<file path="src/rtl/d_latch_bank_if.sv">
// Bus bundle for d_latch_bank: per-channel data/enables in, committed snapshot out.
// hold_cnt_out exists only when D_LATCH_BANK_HOLD_CNT_EN is defined.
interface d_latch_bank_if #(
    parameter int WIDTH    = 8,
    parameter int CHANNELS = 4,
    parameter int CNT_W    = 8
);
    logic [CHANNELS*WIDTH-1:0] d_in;
    logic [CHANNELS-1:0]       en_in;
    logic                      commit_in;
    logic [CHANNELS*WIDTH-1:0] q_out;
    logic [CHANNELS-1:0]       dirty_out;
    logic                      commit_done_out;
`ifdef D_LATCH_BANK_HOLD_CNT_EN
    logic [CHANNELS*CNT_W-1:0] hold_cnt_out;

    modport master (output d_in, en_in, commit_in,
                    input  q_out, dirty_out, commit_done_out, hold_cnt_out);
    modport slave  (input  d_in, en_in, commit_in,
                    output q_out, dirty_out, commit_done_out, hold_cnt_out);
`else
    modport master (output d_in, en_in, commit_in,
                    input  q_out, dirty_out, commit_done_out);
    modport slave  (input  d_in, en_in, commit_in,
                    output q_out, dirty_out, commit_done_out);
`endif

    if (WIDTH < 1 || CHANNELS < 1 || CNT_W < 1) begin : g_bad_params
        $error("d_latch_bank_if: WIDTH, CHANNELS and CNT_W must all be >= 1");
    end
endinterface

</file>
<file path="src/rtl/d_latch_bank.sv">
// Multi-channel shadow/commit register bank emulating D latches synchronously.
// Optional per-channel hold counters enabled by defining D_LATCH_BANK_HOLD_CNT_EN.
module d_latch_bank #(
    parameter int WIDTH    = 8,
    parameter int CHANNELS = 4,
    parameter int MODE     = 0,
    parameter int CNT_W    = 8
) (
    input logic           clk_in,
    input logic           rst_in,
    d_latch_bank_if.slave bus
);
    localparam int DW = CHANNELS * WIDTH;

    logic [DW-1:0]       r_shadow;
    logic [DW-1:0]       r_q;
    logic [CHANNELS-1:0] r_en_prev;
    logic [CHANNELS-1:0] r_dirty;
    logic                r_commit_done;
    logic [CHANNELS-1:0] w_capture;

    // Edge mode only captures when the previous cycle's enable was low.
    assign w_capture = bus.en_in & ((MODE == 0) ? {CHANNELS{1'b1}} : ~r_en_prev);

    always_ff @(posedge clk_in) begin
        if (rst_in) begin
            // NOTE: the shadow bank is plain flops, not RAM, and its reset value is
            // observable through a commit, so it is cleared with everything else.
            r_shadow      <= '0;
            r_q           <= '0;
            r_en_prev     <= '0;
            r_dirty       <= '0;
            r_commit_done <= 1'b0;
        end else begin
            r_en_prev     <= bus.en_in;
            r_commit_done <= bus.commit_in;
            if (bus.commit_in) begin
                // NOTE: non-blocking assignment makes r_q take the pre-edge shadow,
                // so a capture in the commit cycle waits for the next commit.
                r_q     <= r_shadow;
                r_dirty <= w_capture;
            end else begin
                r_dirty <= r_dirty | w_capture;
            end
            for (int k = 0; k < CHANNELS; k++) begin
                if (w_capture[k]) begin
                    r_shadow[k*WIDTH +: WIDTH] <= bus.d_in[k*WIDTH +: WIDTH];
                end
            end
        end
    end

    assign bus.q_out           = r_q;
    assign bus.dirty_out       = r_dirty;
    assign bus.commit_done_out = r_commit_done;

`ifdef D_LATCH_BANK_HOLD_CNT_EN
    logic [CHANNELS*CNT_W-1:0] r_hold;

    // Saturating age counters; commits deliberately leave them alone.
    always_ff @(posedge clk_in) begin
        if (rst_in) begin
            r_hold <= '0;
        end else begin
            for (int k = 0; k < CHANNELS; k++) begin
                if (w_capture[k]) begin
                    r_hold[k*CNT_W +: CNT_W] <= '0;
                end else if (r_hold[k*CNT_W +: CNT_W] != {CNT_W{1'b1}}) begin
                    r_hold[k*CNT_W +: CNT_W] <= r_hold[k*CNT_W +: CNT_W] + 1'b1;
                end
            end
        end
    end

    assign bus.hold_cnt_out = r_hold;
`endif

    if (WIDTH < 1 || CHANNELS < 1 || CNT_W < 1 || MODE < 0 || MODE > 1) begin : g_bad_params
        $error("d_latch_bank: illegal parameter combination");
    end
endmodule
</file>
<file path="src/flat_wrapper.sv">
// flat-port wrapper written by rule: the top's interface ports become plain ports
module d_latch_bank_flat 
#(
    parameter int WIDTH    = 8,
    parameter int CHANNELS = 4,
    parameter int MODE     = 0,
    parameter int CNT_W    = 8
)
  (clk_in, rst_in, bus_d_in, bus_en_in, bus_commit_in, bus_q_out, bus_dirty_out, bus_commit_done_out);
  d_latch_bank_if #(.WIDTH(WIDTH), .CHANNELS(CHANNELS), .CNT_W(CNT_W)) bus_i ();
  input logic clk_in;
  input logic rst_in;
  input wire logic [$bits(bus_i.d_in)-1:0] bus_d_in;
  input wire logic [$bits(bus_i.en_in)-1:0] bus_en_in;
  input wire logic [$bits(bus_i.commit_in)-1:0] bus_commit_in;
  output wire logic [$bits(bus_i.q_out)-1:0] bus_q_out;
  output wire logic [$bits(bus_i.dirty_out)-1:0] bus_dirty_out;
  output wire logic [$bits(bus_i.commit_done_out)-1:0] bus_commit_done_out;
  assign bus_i.d_in = bus_d_in;
  assign bus_i.en_in = bus_en_in;
  assign bus_i.commit_in = bus_commit_in;
  assign bus_q_out = bus_i.q_out;
  assign bus_dirty_out = bus_i.dirty_out;
  assign bus_commit_done_out = bus_i.commit_done_out;
  d_latch_bank #(.WIDTH(WIDTH), .CHANNELS(CHANNELS), .MODE(MODE), .CNT_W(CNT_W)) u_core (.clk_in(clk_in), .rst_in(rst_in), .bus(bus_i));
endmodule
</file>
<file path="config.mk">
export PLATFORM = sky130hd
export DESIGN_NAME = d_latch_bank_flat
export DESIGN_NICKNAME = d
export VERILOG_FILES = /design/src/rtl/d_latch_bank_if.sv /design/src/rtl/d_latch_bank.sv /design/src/flat_wrapper.sv
export SDC_FILE = /design/constraint.sdc
export NUM_CORES = 1
export LEC_CHECK = 0
export BUFFER_PORTS_ARGS = -buffer_cell sky130_fd_sc_hd__buf_4
export CORE_ASPECT_RATIO = 1.75
export CORE_MARGIN = 2
export CORE_UTILIZATION = 50
export CTS_BUF_LIST = sky130_fd_sc_hd__clkbuf_4
export CTS_CLUSTER_SIZE = 14
export DETAILED_ROUTE_END_ITERATION = 8
export GPL_TIMING_DRIVEN = 1
export PLACE_DENSITY = 0.79
export SETUP_SLACK_MARGIN = 0.05
export SYNTH_ARGS = -nofsm -noshare
export SYNTH_HDL_FRONTEND = slang
export SYNTH_SLANG_ARGS = --single-unit
</file>
<file path="constraint.sdc">
create_clock -name clk_in -period 0.9 [get_ports clk_in]
set_clock_uncertainty 0.15 [all_clocks]
set_input_delay 0.09 -clock clk_in [delete_from_list [all_inputs] [get_ports clk_in]]
set_output_delay 0.09 -clock clk_in [all_outputs]
set_load 0.005 [all_outputs]
</file>
==> results.py, run 1 <==
metrics = {
    "logic_synthesis": {
        "postSynth.asyncResetShare_pct": 0,
        "yosys.area_share.simple_pct": 10.94,
        "syn_nets": 265,
        "yosys-top-cells-count": "dfxtp_1 (69), mux2i_1 (64), nor2_1 (64)",
        "post-synth-top-count-cell": "dfxtp_1",
        "synth-edff-count": 0,
        "ys_top_cells_by_area": "dfxtp_1 (56%), mux2i_1 (26%), nor2_1 (9.7%), buf_12 (2.4%), buf_6 (1.4%)",
        "synth_top_family_by_area": "multiplexers",
        "synthMuxAreaShare_pct": 25.82,
        "yosysSeqAreaShare_pct": 55.67,
        "synthXorXnorAreaFrac_pct": 0,
        "synth_top_area_share_pct": 55.67,
        "yosys_warnings": 0,
        "syn_inst": 226,
        "synth_cell_types": 12,
        "synth_area_leader_cell": "dfxtp_1",
        "syn_area_um2": 2481,
        "avgSynthCellArea_um2": 10.98,
        "synthAdderAreaFrac_pct": 0,
        "ys_ff_latch": 69,
        "ys.flop_type": "dfxtp_1",
        "synth_compound_area_share_pct": 0.8069,
    },
    "timing": {
        "rsz0062_at_grt": "true",
        "hold_violations": 69,
        "hold_ws_ns": -0.1245,
        "finalWorstSetupSlack_ns": -0.1872,
        "setup_viol_count_final": 37,
        "tightest_slew_ns": 0.1808,
        "final.min_clock_period_ns": 1.087,
        "timing.slew.headroom_pct": 87.60,
        "finalMaxSlewViolations": 0,
        "fmax_ghz": 0.9198,
        "fin_crit_sh_pct": 120.8,
    },
    "finish": {
        "nFillCells": 295,
        "num_antenna_cells": 0,
        "drive_above_1_share_pct": 39.02,
        "multiInputGateArea_um2": 944.7,
        "ff_latch_area_um2": 1428,
        "syn2layout_area_growth_pct": 51.49,
        "fin_util_pct": 79.16,
        "nets": 381,
    },
    "global_route": {
        "grt_max_degree": 37,
        "grt_pass1_vias": 1904,
        "gr-total-overflow": 0,
        "track_usage_pct": 20.22,
        "grt_first_pass_wirelength_um": 8714,
        "antenna_found_initial": 0,
    },
    "power": {
        "leakage_nw": 1.812,
        "clock_power_share_pct": 27.1,
        "comb_power_share_pct": 14.6,
        "internal-power_w": 0.004327,
        "p_seq_share_pct": 58.3,
        "p_sw_share_pct": 23.67,
        "p_switching_w": 0.001342,
        "vdd_drop_max_v": 0.001310,
        "p_per_area_nw_per_um2": 1508,
    },
    "placed_design": {
        "dp_worst_setup_slack_ns": -0.03609,
        "place_congestion": 0.6790,
        "numPortBuffers": 75,
        "post-dp-hpwl_um": 3106,
    },
    "die": {
        "design.die.area_um2": 5564,
        "fp.dieH_um": 97.19,
        "start_util_pct": 52.25,
        "core_um2": 4748,
        "die_w_um": 57.25,
        "ios": 76,
        "row_count": 33,
    },
    "setup_path": {
        "cp_top_family": "flip-flops",
        "required_ns": 0.66,
        "arrival_ns": 0.85,
        "critPathBufInv": 1,
        "slowest_delay_ns": 0.37,
        "critPathCaptureType": "primary output",
        "crit_type": "flop to primary output",
        "crit_chain": "buf_6",
        "cp-start-kind": "flop",
        "slowest_stage": "dfxtp_2",
        "crit_fanout": 2,
    },
    "detailed_routing": {
        "drt-pass1-iter-count": 4,
        "wl_um": 5503,
        "wl_per_cell_um": 13.83,
        "drc_errors": 0,
        "num_vias": 1910,
        "drt-vias-per-instance": 4.799,
        "ant_nets": 0,
        "drtIter0Drc": 45,
    },
    "clock_tree": {
        "clkSlewWorstSetupHoldPaths_ns": 0.10,
        "clock-sinks": 69,
        "holdBufCountCts": 36,
        "clock_path_buffers": 2,
        "cts-root-buf": "clkbuf_4",
        "cts_buffers": 9,
        "clk_latency_ns": 0.38,
        "cts_tree": "done",
        "cts_max_level": 3,
    },
    "run_status": {
        "violations": "hold timing, setup timing",
        "status": "finished with violations",
    },
    "hold_path": {
        "hp-class": "input port to flop",
    },
    "flow_run": {
        "cap_violations": 0,
    },
}
## timing repair
item / CTS / global route
gates resized for setup: 72 / 10
setup endpoints to repair: 37 / 45
buffers inserted: 3 / 2
hold endpoints to repair: 69 / 69
pin swaps: 3 / 4
## layout by cell type (no fill, tap or decap), drive strengths merged
cell type / instances
nand2b: 4
a21oi: 4
dlymetal6s4s: 2
nor2b: 1
clkbuf: 11
dlygate4sd3: 34
inv: 4
buf: 85
clkinv: 4
dfxtp: 69
mux2i: 64
nor2: 64
## metrics by stage
stage | TNS, ns | power (W) | hold WS (ns) | cells | instance area (µm²)
detailed placement | -0.2274 | 0.003980 | 0.1831 | 342 | 3044
floorplan | 0 | 0.003712 | 0.08716 | 226 | 2485
global placement | -0.01732 | 0.003965 | 0.1733 | 342 | 3044
CTS | -7.004 | 0.005682 | -0.09553 | 396 | 3706
global route | -7.775 | 0.005930 | -0.1307 | 398 | 3759
finish | -6.211 | 0.005669 | -0.1245 | 398 | 3759
## power by group through the flow
stage	clock network [W]	registers [W]	logic [W]
after floorplan	0	0.00334	0.000376
after global placement	0	0.00334	0.000624
after detailed placement	0	0.00334	0.000635
after CTS	0.00158	0.00330	0.000803
after global routing	0.00171	0.00332	0.000897
final	0.00153	0.00331	0.000830
## sequential cells by signal, indices dropped and copies added, names as in the netlist
register,count
u_core.bus.dirty_out,4
u_core.r_shadow,32
u_core.bus.q_out,32
u_core.bus.commit_done_out,1
## routing by layer
| layer | vias up | GRT usage (%) | share of wire (%) | wire length (µm) |
|---|---|---|---|---|
| met5 | - | 0 | 0 | 0 |
| met1 | 868 | 22.37 | 39 | 2149 |
| met2 | 62 | 34.66 | 53 | 2944 |
| met4 | 0 | 11.81 | 2.5 | 138 |
| met3 | 12 | 3.995 | 4.9 | 270 |
| li1 | 968 | - | - | - |
## cells by family (layout without fill, tap and decap cells)
family	after synthesis	in the layout
AOI/OAI and AO/OA	4	4
muxes	64	64
DFF	69	69
and+or+nand+nor	69	69
buffers and inverters	20	140
## final cells by class
| cell class | count | area share, % |
|---|---|---|
| Tap cell | 52 | 1.731 |
| Multi-Input combinational cell | 137 | 25.13 |
| Sequential cell | 69 | 37.98 |
| Clock buffer | 11 | 2.197 |
| Clock inverter | 4 | 0.4328 |
| Inverter | 4 | 0.3995 |
| Timing Repair Buffer | 121 | 32.12 |
## path summary, 6_finish.rpt
path                                              start                      end  slack [ns]  cells past startpoint
worst min-delay path                       bus_en_in[2]      u_core.r_shadow[18]       -0.12                      3
worst max-delay path               u_core.bus.q_out[13]            bus_q_out[13]       -0.19                      1
worst max register to register      u_core.bus.q_out[2]      u_core.bus.q_out[2]        0.03                      3
worst min register to register  u_core.bus.dirty_out[1]  u_core.bus.dirty_out[1]        0.33                      2
(Power assumes the default switching activity.)
==> run 2: changes to the inputs <==
PLACE_DENSITY = 0.75   (was 0.79)
==> run 2 against run 1 <==
The run still ends with hold timing, setup timing left. Utilization increased by 0.21 points. Flip-flop and latch count unchanged. Fmax decreased by 0.51%. Design area increased by 0.27%. Worst hold slack got worse by 0.0062 ns. Sequential power about the same. First-iteration DRC count decreased by 11%. Largest cell class unchanged. Highest routed layer unchanged.
==> results.py, run 2 (synthesis gave the netlist of run 1 again) <==
metrics = {
    "die": {
        "row_count": 33,
        "design.die.area_um2": 5564,
        "ios": 76,
        "start_util_pct": 52.25,
        "fp.dieH_um": 97.19,
        "die_w_um": 57.25,
        "core_um2": 4748,
    },
    "finish": {
        "stdcell_count": 399,
        "nFillCells": 303,
        "drive_above_1_share_pct": 39.48,
        "syn2layout_area_growth_pct": 51.89,
        "stdcell_area_um2": 3769,
        "num_antenna_cells": 0,
        "final_cell_mix": "mux2i_1 (64), nor2_1 (64), buf_4 (42), buf_6 (39), dfxtp_2 (37)",
        "nets": 381,
    },
    "global_route": {
        "grt_max_degree": 43,
        "antenna_found_initial": 0,
        "gr-total-overflow": 0,
        "track_usage_pct": 21.23,
        "grt_pass1_vias": 2033,
        "grt_first_pass_wirelength_um": 9094,
    },
    "detailed_routing": {
        "ant_nets": 0,
        "wl_per_cell_um": 13.77,
        "drtIter0Drc": 40,
        "wl_um": 5494,
        "drc_errors": 0,
        "drt-vias-per-instance": 4.857,
        "drt-pass1-iter-count": 4,
        "num_vias": 1938,
    },
    "clock_tree": {
        "cts_max_level": 3,
        "clock_path_buffers": 2,
        "cts-root-buf": "clkbuf_4",
        "clkSlewWorstSetupHoldPaths_ns": 0.10,
        "clock-sinks": 69,
        "holdBufCountCts": 36,
        "cts_buffers": 9,
        "cts_tree": "done",
        "clk_latency_ns": 0.39,
    },
    "timing": {
        "tightest_slew_ns": 0.1819,
        "fin_crit_sh_pct": 121.4,
        "timing.slew.headroom_pct": 87.53,
        "hold_violations": 69,
        "fmax_ghz": 0.9151,
        "finalWorstSetupSlack_ns": -0.1928,
        "hold_ws_ns": -0.1307,
        "final.min_clock_period_ns": 1.093,
        "setup_viol_count_final": 38,
        "rsz0062_at_grt": "true",
        "finalMaxSlewViolations": 0,
    },
    "placed_design": {
        "place_congestion": 0.7512,
        "post-dp-hpwl_um": 3258,
        "dp.cells": 342,
        "post_dp_cell_area_um2": 3044,
        "dp_worst_setup_slack_ns": -0.02227,
        "numPortBuffers": 75,
    },
    "setup_path": {
        "crit_type": "flop to primary output",
        "cp-start-kind": "flop",
        "required_ns": 0.66,
        "slowest_delay_ns": 0.36,
        "cp_top_family": "flip-flops",
        "critPathCaptureType": "primary output",
        "slowest_stage": "dfxtp_2",
        "critPathBufInv": 1,
        "arrival_ns": 0.85,
        "crit_fanout": 2,
        "crit_chain": "buf_6",
    },
    "power": {
        "p_per_area_nw_per_um2": 1600,
        "vdd_drop_max_v": 0.001400,
        "leakage_nw": 1.809,
        "finalPower_w": 0.006031,
    },
    "flow_run": {
        "cap_violations": 0,
    },
    "run_status": {
        "violations": "hold timing, setup timing",
        "status": "finished with violations",
    },
    "hold_path": {
        "hp-class": "input port to flop",
    },
}
## run 2: final timing paths
kind,depth (start not counted),end,slack [ns],start
setup / recovery,1,bus_q_out[6],-0.19,u_core.bus.q_out[6]
hold / removal,3,u_core.r_shadow[22],-0.13,bus_en_in[2]
setup reg to reg,3,u_core.bus.q_out[11],0,u_core.bus.q_out[11]
hold reg to reg,2,u_core.bus.dirty_out[3],0.34,u_core.bus.dirty_out[3]
## run 2: area by class of cell
class                      instances  area, µm²  share of cell area (%)
clock buffer                      11      82.58                   2.191
clock inverter                     5      51.30                   1.361
inverter                           4      15.01                  0.3984
multi-input combinational        137      932.1                   24.73
sequential                        69       1428                   37.88
tap                               52      65.06                   1.726
timing repair buffer             121       1195                   31.71
## run 2: power breakdown
part           total, W  switching [W]  internal [W]  leakage, nW
sequential      0.00330      0.0000912       0.00321        0.582
combinational  0.000822       0.000302      0.000520         1.15
clock           0.00190        0.00101      0.000893       0.0743
## run 2: through the flow
stage | setup TNS, ns | hold slack (ns) | utilization [%]
3_3_place_gp | -0.02043 | 0.1740 | 64.11
3_5_place_dp | -0.2508 | 0.1844 | 64.11
2_1_floorplan | 0 | 0.08716 | -
5_1_grt | -8.380 | -0.1261 | 79.37
4_1_cts | -7.472 | -0.1094 | 78.47
6_report | -6.598 | -0.1307 | 79.37
## run 2: layer usage
| layer | vias up | routed length (µm) | track usage [%] |
|---|---|---|---|
| met5 | - | 0 | 0 |
| met4 | 0 | 179 | 12.34 |
| met3 | 14 | 239 | 4.794 |
| met2 | 60 | 2924 | 37.14 |
| met1 | 891 | 2150 | 22.40 |
| li1 | 973 | - | - |
## run 2: repair_timing
action / in CTS / in global routing
endpoints found under the setup margin: 37 / 41
resized for setup: 72 / 4
buffers inserted: 1 / 4
pin swaps: 1 / 2
hold endpoints to repair: 69 / 69
